File: config.mk
export PLATFORM = sky130hd
export DESIGN_NAME = serial_adder_flat
export DESIGN_NICKNAME = d
export VERILOG_FILES = /design/src/rtl/serial_adder_if.sv /design/src/rtl/serial_adder.sv /design/src/flat_wrapper.sv
export SDC_FILE = /design/constraint.sdc
export NUM_CORES = 1
export LEC_CHECK = 0
export BUFFER_PORTS_ARGS = -buffer_cell sky130_fd_sc_hd__buf_2
export CAP_MARGIN = 20
export CORE_MARGIN = 2
export CORE_UTILIZATION = 46
export DETAILED_ROUTE_END_ITERATION = 8
export PLACE_DENSITY_LB_ADDON = 0.25
export SLEW_MARGIN = 20
export SYNTH_ARGS = -nofsm -noshare
export SYNTH_HDL_FRONTEND = slang
export SYNTH_SLANG_ARGS = --single-unit
File: constraint.sdc
create_clock -name clk -period 1.8 [get_ports clk]
set_clock_uncertainty 0.05 [all_clocks]
set_input_delay 0.36 -clock clk [delete_from_list [all_inputs] [get_ports clk]]
set_output_delay 0.36 -clock clk [all_outputs]
set_load 0.01 [all_outputs]
File: src/rtl/serial_adder_if.sv
// rtl/serial_adder_if.sv - request/result bundle for the bit-serial adder
//
// Purpose: groups the operand request and the registered result of
// serial_adder so the requester and the adder connect through one port.
//
// Signals:
//   start  requester -> adder  request, sampled by the adder in IDLE or DONE
//   a, b   requester -> adder  WIDTH-bit operands, captured on the accepting edge
//   c_in   requester -> adder  initial carry, captured on the accepting edge
//   busy   adder -> requester  high while bits are being processed
//   done   adder -> requester  one-cycle pulse, result just updated
//   sum    adder -> requester  WIDTH-bit result, held until the next completion
//   c_out  adder -> requester  carry out of bit WIDTH-1
//   ovf    adder -> requester  two's-complement overflow of the addition
//
// Modports: master = requester side, slave = adder side.

interface serial_adder_if #(
  parameter int WIDTH = 8
);

  logic             start;
  logic [WIDTH-1:0] a;
  logic [WIDTH-1:0] b;
  logic             c_in;
  logic             busy;
  logic             done;
  logic [WIDTH-1:0] sum;
  logic             c_out;
  logic             ovf;

  modport master (
    output start, a, b, c_in,
    input  busy, done, sum, c_out, ovf
  );

  modport slave (
    input  start, a, b, c_in,
    output busy, done, sum, c_out, ovf
  );

endinterface

File: src/rtl/serial_adder.sv
// rtl/serial_adder.sv - bit-serial adder around a single full-adder cell
//
// Purpose: adds two WIDTH-bit operands plus a carry-in one bit per cycle,
// LSB first, through one 1-bit full-adder cell. The cell sum bit is shifted
// into a work register and its carry-out is fed back through a carry
// flip-flop. A result takes WIDTH cycles; back-to-back requests give one
// result every WIDTH+1 cycles.
//
// Ports:
//   clk    rising-edge clock
//   rst_n  synchronous active-low reset; discards any operation in flight
//   bus    serial_adder_if slave modport:
//            start/a/b/c_in in, busy/done/sum/c_out/ovf out
//
// Parameters:
//   WIDTH  operand/result width, 2..32

module serial_adder #(
  parameter int WIDTH = 8
) (
  input  logic            clk,
  input  logic            rst_n,
  serial_adder_if.slave   bus
);

  localparam int CNT_W = $clog2(WIDTH);
  localparam logic [CNT_W-1:0] LAST_BIT = CNT_W'(WIDTH - 1);

  typedef enum logic [1:0] {
    S_IDLE = 2'd0,
    S_ADD  = 2'd1,
    S_DONE = 2'd2
  } state_t;

  state_t           state_q, state_d;
  logic [WIDTH-1:0] a_sh_q, a_sh_d;
  logic [WIDTH-1:0] b_sh_q, b_sh_d;
  logic [WIDTH-1:0] work_q, work_d;
  logic [WIDTH-1:0] sum_q, sum_d;
  logic             carry_q, carry_d;
  logic             c_out_q, c_out_d;
  logic             ovf_q, ovf_d;
  logic [CNT_W-1:0] cnt_q, cnt_d;

  logic             cell_s;
  logic             cell_co;

  // The one full-adder cell: current operand bits plus the registered carry.
  always_comb begin
    cell_s  = a_sh_q[0] ^ b_sh_q[0] ^ carry_q;
    cell_co = (a_sh_q[0] & b_sh_q[0]) | (carry_q & (a_sh_q[0] ^ b_sh_q[0]));
  end

  always_ff @(posedge clk) begin
    if (!rst_n) begin
      state_q <= S_IDLE;
      a_sh_q  <= '0;
      b_sh_q  <= '0;
      work_q  <= '0;
      sum_q   <= '0;
      carry_q <= 1'b0;
      c_out_q <= 1'b0;
      ovf_q   <= 1'b0;
      cnt_q   <= '0;
    end else begin
      state_q <= state_d;
      a_sh_q  <= a_sh_d;
      b_sh_q  <= b_sh_d;
      work_q  <= work_d;
      sum_q   <= sum_d;
      carry_q <= carry_d;
      c_out_q <= c_out_d;
      ovf_q   <= ovf_d;
      cnt_q   <= cnt_d;
    end
  end

  always_comb begin
    state_d = state_q;
    a_sh_d  = a_sh_q;
    b_sh_d  = b_sh_q;
    work_d  = work_q;
    sum_d   = sum_q;
    carry_d = carry_q;
    c_out_d = c_out_q;
    ovf_d   = ovf_q;
    cnt_d   = cnt_q;

    unique case (state_q)
      S_IDLE, S_DONE: begin
        // DONE accepts a new request exactly like IDLE so requests can
        // run back to back; otherwise DONE lasts a single cycle.
        if (bus.start) begin
          a_sh_d  = bus.a;
          b_sh_d  = bus.b;
          carry_d = bus.c_in;
          work_d  = '0;
          cnt_d   = '0;
          state_d = S_ADD;
        end else begin
          state_d = S_IDLE;
        end
      end

      S_ADD: begin
        // Sum bits enter at the MSB end; after WIDTH shifts the first
        // (LSB) sum bit has reached bit 0.
        work_d  = {cell_s, work_q[WIDTH-1:1]};
        a_sh_d  = {1'b0, a_sh_q[WIDTH-1:1]};
        b_sh_d  = {1'b0, b_sh_q[WIDTH-1:1]};
        carry_d = cell_co;
        cnt_d   = cnt_q + 1'b1;
        if (cnt_q == LAST_BIT) begin
          sum_d   = {cell_s, work_q[WIDTH-1:1]};
          c_out_d = cell_co;
          // carry_q is the carry into the MSB on this final bit.
          ovf_d   = carry_q ^ cell_co;
          cnt_d   = '0;
          state_d = S_DONE;
        end
      end

      default: begin
        state_d = S_IDLE;
      end
    endcase
  end

  assign bus.busy  = (state_q == S_ADD);
  assign bus.done  = (state_q == S_DONE);
  assign bus.sum   = sum_q;
  assign bus.c_out = c_out_q;
  assign bus.ovf   = ovf_q;

endmodule
File: src/flat_wrapper.sv
// flat-port wrapper written by rule: the top's interface ports become plain ports
module serial_adder_flat 
#(
  parameter int WIDTH = 8
)
  (clk, rst_n, bus_start, bus_a, bus_b, bus_c_in, bus_busy, bus_done, bus_sum, bus_c_out, bus_ovf);
  serial_adder_if #(.WIDTH(WIDTH)) bus_i ();
  input  logic clk;
  input  logic rst_n;
  input wire logic [$bits(bus_i.start)-1:0] bus_start;
  input wire logic [$bits(bus_i.a)-1:0] bus_a;
  input wire logic [$bits(bus_i.b)-1:0] bus_b;
  input wire logic [$bits(bus_i.c_in)-1:0] bus_c_in;
  output wire logic [$bits(bus_i.busy)-1:0] bus_busy;
  output wire logic [$bits(bus_i.done)-1:0] bus_done;
  output wire logic [$bits(bus_i.sum)-1:0] bus_sum;
  output wire logic [$bits(bus_i.c_out)-1:0] bus_c_out;
  output wire logic [$bits(bus_i.ovf)-1:0] bus_ovf;
  assign bus_i.start = bus_start;
  assign bus_i.a = bus_a;
  assign bus_i.b = bus_b;
  assign bus_i.c_in = bus_c_in;
  assign bus_busy = bus_i.busy;
  assign bus_done = bus_i.done;
  assign bus_sum = bus_i.sum;
  assign bus_c_out = bus_i.c_out;
  assign bus_ovf = bus_i.ovf;
  serial_adder #(.WIDTH(WIDTH)) u_core (.clk(clk), .rst_n(rst_n), .bus(bus_i));
endmodule
; Yosys cells after proc, flatten, opt, wreduce, memory -nomap -nowiden
; Index checks and enable logic that the tools add are counted.
[totals]
ff_bits = 40
out_inout_bits = 12
inputBits = 20
wordCells = 40
[op_classes]
n_reduce_logical = 5
add_sub_neg = 1
mux = 14
bitwise_logic = 6
eq_ne = 5
[ops]
columns = op, count
row1 = $pmux 8 s2, 3
row2 = $mux 8, 3
row3 = $mux 3, 2
row4 = $pmux 3 s2, 1
row5 = $pmux 2 s2, 1
row6 = $reduce_and 2->1, 2
row7 = $add 3x1->3 const B, 1
row8 = $eq 3x3->1 const B, 1
row9 = $xor 1x1->1, 3
row10 = $and 1x1->1, 2
row11 = $eq 2x1->1 const B, 1
row12 = $eq 2x2->1 const B, 1
row13 = $logic_not 2->1, 1
row14 = $mux 1, 2
row15 = $mux 2, 1
row16 = $ne 2x1->1 const B, 1
row17 = $ne 2x2->1 const B, 1
row18 = $pmux 1 s2, 1
row19 = $reduce_bool 2->1, 1
row20 = $reduce_or 2->1, 1
row21 = $or 1x1->1, 1

; Longest topological paths before layout
; Gate-level depths: netlist of the first run.
[depth]
depth_word = 4
ltp_mapped = 6
mapped_depth_nobuf = 5

; Worst setup path before layout of the first run
; Ideal clock, no wire load.
[synth_path]
path_type = register to register
from = reg u_core.cnt_q[0]
to = reg u_core.ovf_q (netlist: u_core.bus.ovf)
required_time_ns = 1.634
path_buffers = 1
period_less_slack_ns = 1.409
setup_slack_ns = 0.391
setup_ns = 0.116
arrival_time_ns = 1.243
path_stages_with_launch = 6
cell_sequence = dfxtp_1 > ha_1 > ha_1 > and3b_1 > buf_4 > o211a_1
[synth_via]
elab_chain_cells = 2
[synth_lines]
columns = item, line_no
row1 = start: declaration, serial_adder.sv:43  ; logic [CNT_W-1:0] cnt_q, cnt_d;
row2 = start signal: assignment, serial_adder.sv:74  ; cnt_q <= cnt_d;
row3 = $eq 3x3->1, serial_adder.sv:113  ; if (cnt_q == LAST_BIT) begin
row4 = $reduce_and 2->1 (no source line), --
row5 = end signal: assignment, serial_adder.sv:73  ; ovf_q <= ovf_d;
row6 = end: declaration, serial_adder.sv:42  ; logic ovf_q, ovf_d;
; No other way between the ends.
; A chain may end at the register's enable or synchronous reset.

; Final worst setup path of the first run
[layout_path]
from = reg u_core.state_q[0]
to = out bus_busy
[layout_via]
elab_chain_cells = 1
[layout_lines]
columns = item, line_no
row1 = start: declaration, serial_adder.sv:35  ; state_t state_q, state_d;
row2 = start signal: assignment, serial_adder.sv:66  ; state_q <= state_d;
row3 = $eq 2x1->1, serial_adder.sv:129  ; assign bus.busy = (state_q == S_ADD);
row4 = end: declaration, flat_wrapper.sv:14  ; output wire logic [$bits(bus_i.busy)-1:0] bus_busy;
; No other way between the ends.

==> flow_metrics.tcl, run 1 <==
set metrics [dict create \
    outcome "completed" \
    num-nets-final 242 \
    setup.worst_path.end_class "output port" \
    dpl.hpwl_mm 1.94 \
    io_buffers 31 \
    critPathMaxFanout 10 \
    numCtsBuffers 5 \
    worstSetupStartpointType "flip-flop" \
    yosysMostFrequentCell "nand2_1" \
    holdCritStartpoint "bus_a[7]" \
    r2r_cells 5 \
    h-tree-depth 2 \
    setup_viol 0 \
    cts_tree "yes" \
    r2r_start "u_core.cnt_q[0]$_SDFFE_PN0P_" \
    wl_met1_mm 1.49 \
    max_slew_margin_pct 65.1 \
    hp-class "in -> reg" \
    gr-usage-all-layers_pct 15.6 \
    slew_viol_final 0 \
    finalHoldViolCount 0 \
    cp_slowest_stage_delay_ps 450 \
    grt_pass1_vias 1136 \
    final_layout_size_suffix_gt1_share_pct 19.5 \
    cts_root_buf "clkbuf_4" \
    dr_total_vias 1331 \
    start_util_pct 48.5 \
    drt_wl_total_mm 2.95 \
    mappedNetlistArea_um2 1630 \
    worst_ep_required_time_ps 1390 \
    top_layer "met4" \
    syn_inst 193 \
    path_clk_slew_ps 110 \
    antennaDiodeCount 0 \
    rows 21 \
    viasPerCell 5.00 \
    critPathArrivalTime_ps 1220 \
    r2r_setup_slack_ps 280 \
    wl_met3_um 144 \
    r2r-end "u_core.bus.ovf$_SDFFE_PN0P_" \
    syn_area_per_cell_um2 8.46 \
    die_area_um2 4040 \
    p_leak_nw 0.732 \
    yosys-top-cells-area "dfxtp_1 (48%), nand2_1 (14%), a31oi_1 (6.1%)" \
    drc 0 \
    ys_warn_count 0 \
    met2_length_mm 1.26 \
    postRouteAntennaNets 0 \
    syn_to_final_growth_pct 11.4 \
    grt_overflow 0 \
    grt_max_degree 44 \
    crit_path_top_delay_cell "dfxtp_1" \
    synth_common_cells "nand2_1 (59), dfxtp_1 (39), a31oi_1 (16), o21ai_0 (16), a21boi_0 (13)" \
    path_cells "nand2b_1 -> inv_2 -> buf_2" \
    synth-edff-count 0 \
    wire_per_inst_um 11.1 \
    hold_end "u_core.a_sh_q[7]$_SDFFE_PN0P_" \
    place.gp.congestion 0.738 \
    power_density_nw_per_um2 839 \
    post_cts_resized 0 \
    final.period_utilization_pct 90.8 \
    grt_pass1_wl_mm 4.89 \
    post_cts_buffers 0 \
    synth_top_area_share_pct 47.8 \
    first_pass_iters 4 \
    die_width_um 63.6 \
    synth_fp_nets 216 \
    fmax_ghz 0.612 \
    drtIter0Drc 60 \
    rsz0062_at_grt "no" \
    clockBufferDepth 2 \
    cp_top_family "flip-flops" \
    synth_async_sr_flop_share_pct 0 \
    insertion_delay_ps 350 \
    ios 32 \
    crit_type "reg -> out" \
    ys_seq_area_share_pct 47.8 \
    worst_pin_slew_ps 523 \
    ys_types 22 \
    maxCapViolations 0 \
    ctsHoldBuffers 0 \
    holdWs_ps 201 \
    fin_crit_ps 1630 \
    synth_flop_cell "dfxtp_1" \
    die_h_um 63.6 \
    cts_sinks 39 \
    antenna_found_initial 0 \
    peakVddDrop_uv 544 \
    core_um2 3360 \
    ys_ff_latch 39 \
    whs_path_depth 3 \
    synth_area_leader_cell "dfxtp_1" \
    cp_num_buf_inv 2 \
    finalSetupTns_ps 0 \
]
-- cell type report --
class	instances	area [um^2]
clock buffer	5	37.5
tap	46	57.6
fill	354	1540
multi-input combinational	138	747
inverter	1	3.75
timing repair buffer	34	178
sequential	39	781
clock inverter	3	15.0
-- flip-flops by register name, summed over array words and instances, names as in the netlist --
register and count:
u_core.a_sh_q 8, u_core.b_sh_q 8, u_core.bus.c_out 1, u_core.bus.ovf 1
u_core.bus.sum 8, u_core.carry_q 1, u_core.cnt_q 3, u_core.state_q 2
u_core.work_q 7
-- worst max path at each step --
stage | from | endpoint | depth (start not counted)
after global routing | u_core.state_q[0]$_SDFFE_PN0P_ | bus_busy | 3
after CTS | u_core.state_q[0]$_SDFFE_PN0P_ | bus_busy | 3
after floorplan | u_core.cnt_q[0]$_SDFFE_PN0P_ | u_core.bus.ovf$_SDFFE_PN0P_ | 5
final | u_core.state_q[0]$_SDFFE_PN0P_ | bus_busy | 3
after detailed placement | u_core.cnt_q[0]$_SDFFE_PN0P_ | u_core.bus.c_out$_SDFFE_PN0P_ | 5
after global placement | u_core.cnt_q[0]$_SDFFE_PN0P_ | u_core.bus.ovf$_SDFFE_PN0P_ | 5
-- stage by stage --
stage	worst slack [ps]	cells	utilization, %	instance area (um^2)	power [mW]
floorplan	391	193	-	1630	1.09
global placement	361	258	52.5	1770	1.12
detailed placement	299	258	52.5	1770	1.13
CTS	144	266	54.1	1820	1.55
global route	26.2	266	54.1	1820	1.62
finish	166	266	54.1	1820	1.53
-- logic make-up (layout without fill, tap and decap cells) --
family | after synthesis | count (layout) | share of synthesized area, %
AOI/OAI and AO/OA | 53 | 53 | 20.8
xor gates and xnor gates | 1 | 1 | 0.536
adders and majority gates | 3 | 3 | 2.76
buffers and inverters | 16 | 43 | 6.44
DFF | 39 | 39 | 47.8
and+or+nand+nor | 81 | 81 | 21.6
-- worst register-to-register path, stage by stage (launching register included) --
cell and delay (ps):
dfxtp_1 380, ha_1 160, ha_1 210, and3b_1 400, nand2_1 100, o211a_1 130
-- layout by cell type (no fill, tap or decap), types with 5 or more instances in the layout --
master    count
a21boi_0     13
a31oi_1      16
clkbuf_4      5
nand2_1      59
nand3_1      11
a21boi_1      7
o21ai_0      16
buf_2        31
dfxtp_1      39
-- metal layers --
layer,GRT usage (%),vias up
li1,-,705
met1,18.8,587
met2,24.7,32
met3,5.18,7
met4,8.15,0
met5,0,-
-- where the power goes --
part           internal (mW)  switching (mW)
clock                  0.145           0.277
sequential             0.905          0.0263
combinational         0.0719           0.101
Power figures use the tool's default switching activity.
==> inputs of run 2 (changes only) <==
--- a/config.mk
+++ b/config.mk
@@ -5,11 +5,14 @@
 export SDC_FILE = /design/constraint.sdc
 export NUM_CORES = 1
 export LEC_CHECK = 0
+export ABC_AREA = 1
 export BUFFER_PORTS_ARGS = -buffer_cell sky130_fd_sc_hd__buf_2
 export CAP_MARGIN = 20
 export CORE_MARGIN = 2
 export CORE_UTILIZATION = 46
 export DETAILED_ROUTE_END_ITERATION = 8
+export GPL_TIMING_DRIVEN = 0
+export HOLD_SLACK_MARGIN = 0.03
 export PLACE_DENSITY_LB_ADDON = 0.25
 export SLEW_MARGIN = 20
 export SYNTH_ARGS = -nofsm -noshare
==> run 2 against run 1 <==
Critical path depth increased by 3; sequential power about the same; global-route usage increased by 4.4 points; sequential share of layout area decreased by 6.5 points; clock power increased by 35%; maximum frequency decreased by 5.1%; non-clock buffer count increased by 15; cell count increased by 32%; die area increased by 12%; combinational power increased by 80%; core utilization increased by 3.2 points.
==> flow_metrics.tcl, run 2 <==
set metrics [dict create \
    outcome "completed" \
    die_h_um 67.2 \
    start_util_pct 49.1 \
    final.period_utilization_pct 95.7 \
    num-nets-final 324 \
    yosys-top-cells-area "dfxtp_1 (42%), nand3_1 (14%), nand2_1 (12%)" \
    setup.worst_path.end_class "output port" \
    multi_input_area_um2 797 \
    ios 32 \
    final_layout_size_suffix_gt1_share_pct 19.2 \
    worst_pin_slew_ps 453 \
    ys_ff_latch 39 \
    rsz0062_at_grt "no" \
    syn_to_final_growth_pct 16.7 \
    cts_sinks 39 \
    final_cell_mix "nand2_1 (60), nand3_1 (50), dfxtp_1 (39), buf_2 (36), inv_1 (34)" \
    finalHoldViolCount 0 \
    cts_tree "yes" \
    insertion_delay_ps 290 \
    io_buffers 30 \
    wire_per_inst_um 11.7 \
    worstSetupStartpointType "flip-flop" \
    synth_fp_nets 285 \
    nFillCells 380 \
    antenna_found_initial 0 \
    synth_common_cells "nand2_1 (60), nand3_1 (50), dfxtp_1 (39), inv_1 (34), nor2_1 (19)" \
    dpl.hpwl_mm 2.86 \
    placed_area_um2 2050 \
    p_leak_nw 1.09 \
    slew_viol_final 0 \
    postRouteAntennaNets 0 \
    gr-usage-all-layers_pct 20.0 \
    power_density_nw_per_um2 845 \
    clockBufferDepth 2 \
    ys_warn_count 0 \
    die_area_um2 4520 \
    finalSetupTns_ps 0 \
    viasPerCell 4.87 \
    core_um2 3740 \
    dr_total_vias 1706 \
    max_slew_margin_pct 69.8 \
    maxCapViolations 0 \
    stdcell_area_um2 2150 \
    h-tree-depth 2 \
    die_width_um 67.2 \
    drtIter0Drc 118 \
    worst_ep_required_time_ps 1390 \
    holdWs_ps 238 \
    grt_pass1_vias 1557 \
    drc 0 \
    cts_root_buf "clkbuf_8" \
    peakVddDrop_uv 565 \
    hp-class "in -> reg" \
    numCtsBuffers 5 \
    rows 22 \
    yosysMostFrequentCell "nand2_1" \
    setup_viol 0 \
    synth-edff-count 0 \
    syn_area_per_cell_um2 7.02 \
    fmax_ghz 0.581 \
    synth_flop_cell "dfxtp_1" \
    post_cts_resized 0 \
    mappedNetlistArea_um2 1840 \
    synth_area_leader_cell "dfxtp_1" \
    ys_seq_area_share_pct 42.4 \
    regArea_um2 781 \
    ys_types 21 \
    synth_top_area_share_pct 42.4 \
    finalPower_mw 1.81 \
    layout_commonest_cell "nand2_1" \
    preCtsSetupSlack_ps 330 \
    grt_max_degree 12 \
    critPathArrivalTime_ps 1310 \
    grt_pass1_wl_mm 6.78 \
    path_clk_slew_ps 80 \
    place.gp.congestion 0.802 \
    fin_ws_ps 78.2 \
    fin_crit_ps 1720 \
    critPathMaxFanout 10 \
    syn_inst 262 \
    grt_overflow 0 \
    synth_async_sr_flop_share_pct 0 \
    antennaDiodeCount 0 \
    drt_wl_total_mm 4.09 \
    first_pass_iters 7 \
    crit_type "reg -> out" \
]
==> run 2: cell count changes after synthesis, moves of 15 or more <==
cell,before,now
inv_1,0,34
nor3_1,0,15
a31oi_1,16,0
nor2_1,0,19
nand3_1,11,50
o21ai_0,16,1
==> run 2: final cells by class <==
| type | instances | share of cell area [%] |
|---|---|---|
| Buffer | 17 | 5.60 |
| Clock buffer | 7 | 3.56 |
| Clock inverter | 1 | 0.233 |
| Inverter | 37 | 6.59 |
| Multi-Input combinational cell | 169 | 37.1 |
| Sequential cell | 39 | 36.4 |
| Tap cell | 48 | 2.80 |
| Timing Repair Buffer | 32 | 7.70 |
==> run 2: kinds of logic after synthesis <==
| group | Yosys count | synth area share [%] |
|---|---|---|
| buffers and inverters | 54 | 14.2 |
| AOI/OAI and AO/OA | 15 | 4.08 |
| adders and majority gates | 3 | 2.45 |
| DFF | 39 | 42.4 |
| and+or+nand+nor | 150 | 36.3 |
| xor gates and xnor gates | 1 | 0.476 |
==> run 2: worst paths after layout <==
path                                  startpoint                             end  slack [ps]  cells past startpoint
setup / recovery  u_core.state_q[0]$_SDFFE_PN0P_                        bus_busy          80                      6
hold / removal                          bus_b[4]   u_core.b_sh_q[4]$_SDFFE_PN0P_         240                      3
setup reg to reg    u_core.cnt_q[0]$_SDFFE_PN0P_  u_core.bus.sum[6]$_SDFFE_PN0P_         360                      6
hold reg to reg   u_core.bus.sum[0]$_SDFFE_PN0P_  u_core.bus.sum[0]$_SDFFE_PN0P_         410                      2
==> run 2: worst max-delay path, cell delays in order (launching register included) <==
cell	delay, ps
dfxtp_1	330
buf_6	140
inv_4	40
nor2_4	100
buf_6	120
buf_6	140
buf_2	140
==> run 2: routing by layer <==
metal,track usage (%),vias to the layer above,wire length [um]
met4,10.7,0,86
met2,33.5,33,1910
met5,0,-,0
li1,-,901,-
met3,4.00,10,168
met1,24.1,762,1930
==> run 2: what timing repair did <==
item                                    in CTS  in global routing
setup buffers                                0                  2
endpoints found under the setup margin       0                  1
endpoints found under the hold margin        0                  0
hold buffers                                 0                  0
==> run 2: where the power goes <==
part	switching, mW	internal, mW
registers	0.0199	0.910
clock network	0.299	0.272
logic	0.183	0.129
total	0.502	1.31
==> run 2: through the flow <==
| stage | std cells | util [%] |
|---|---|---|
| global placement | 340 | 54.7 |
| CTS | 348 | 56.9 |
| finish | 350 | 57.3 |
| global route | 350 | 57.3 |
| floorplan | 262 | - |
| detailed placement | 340 | 54.7 |
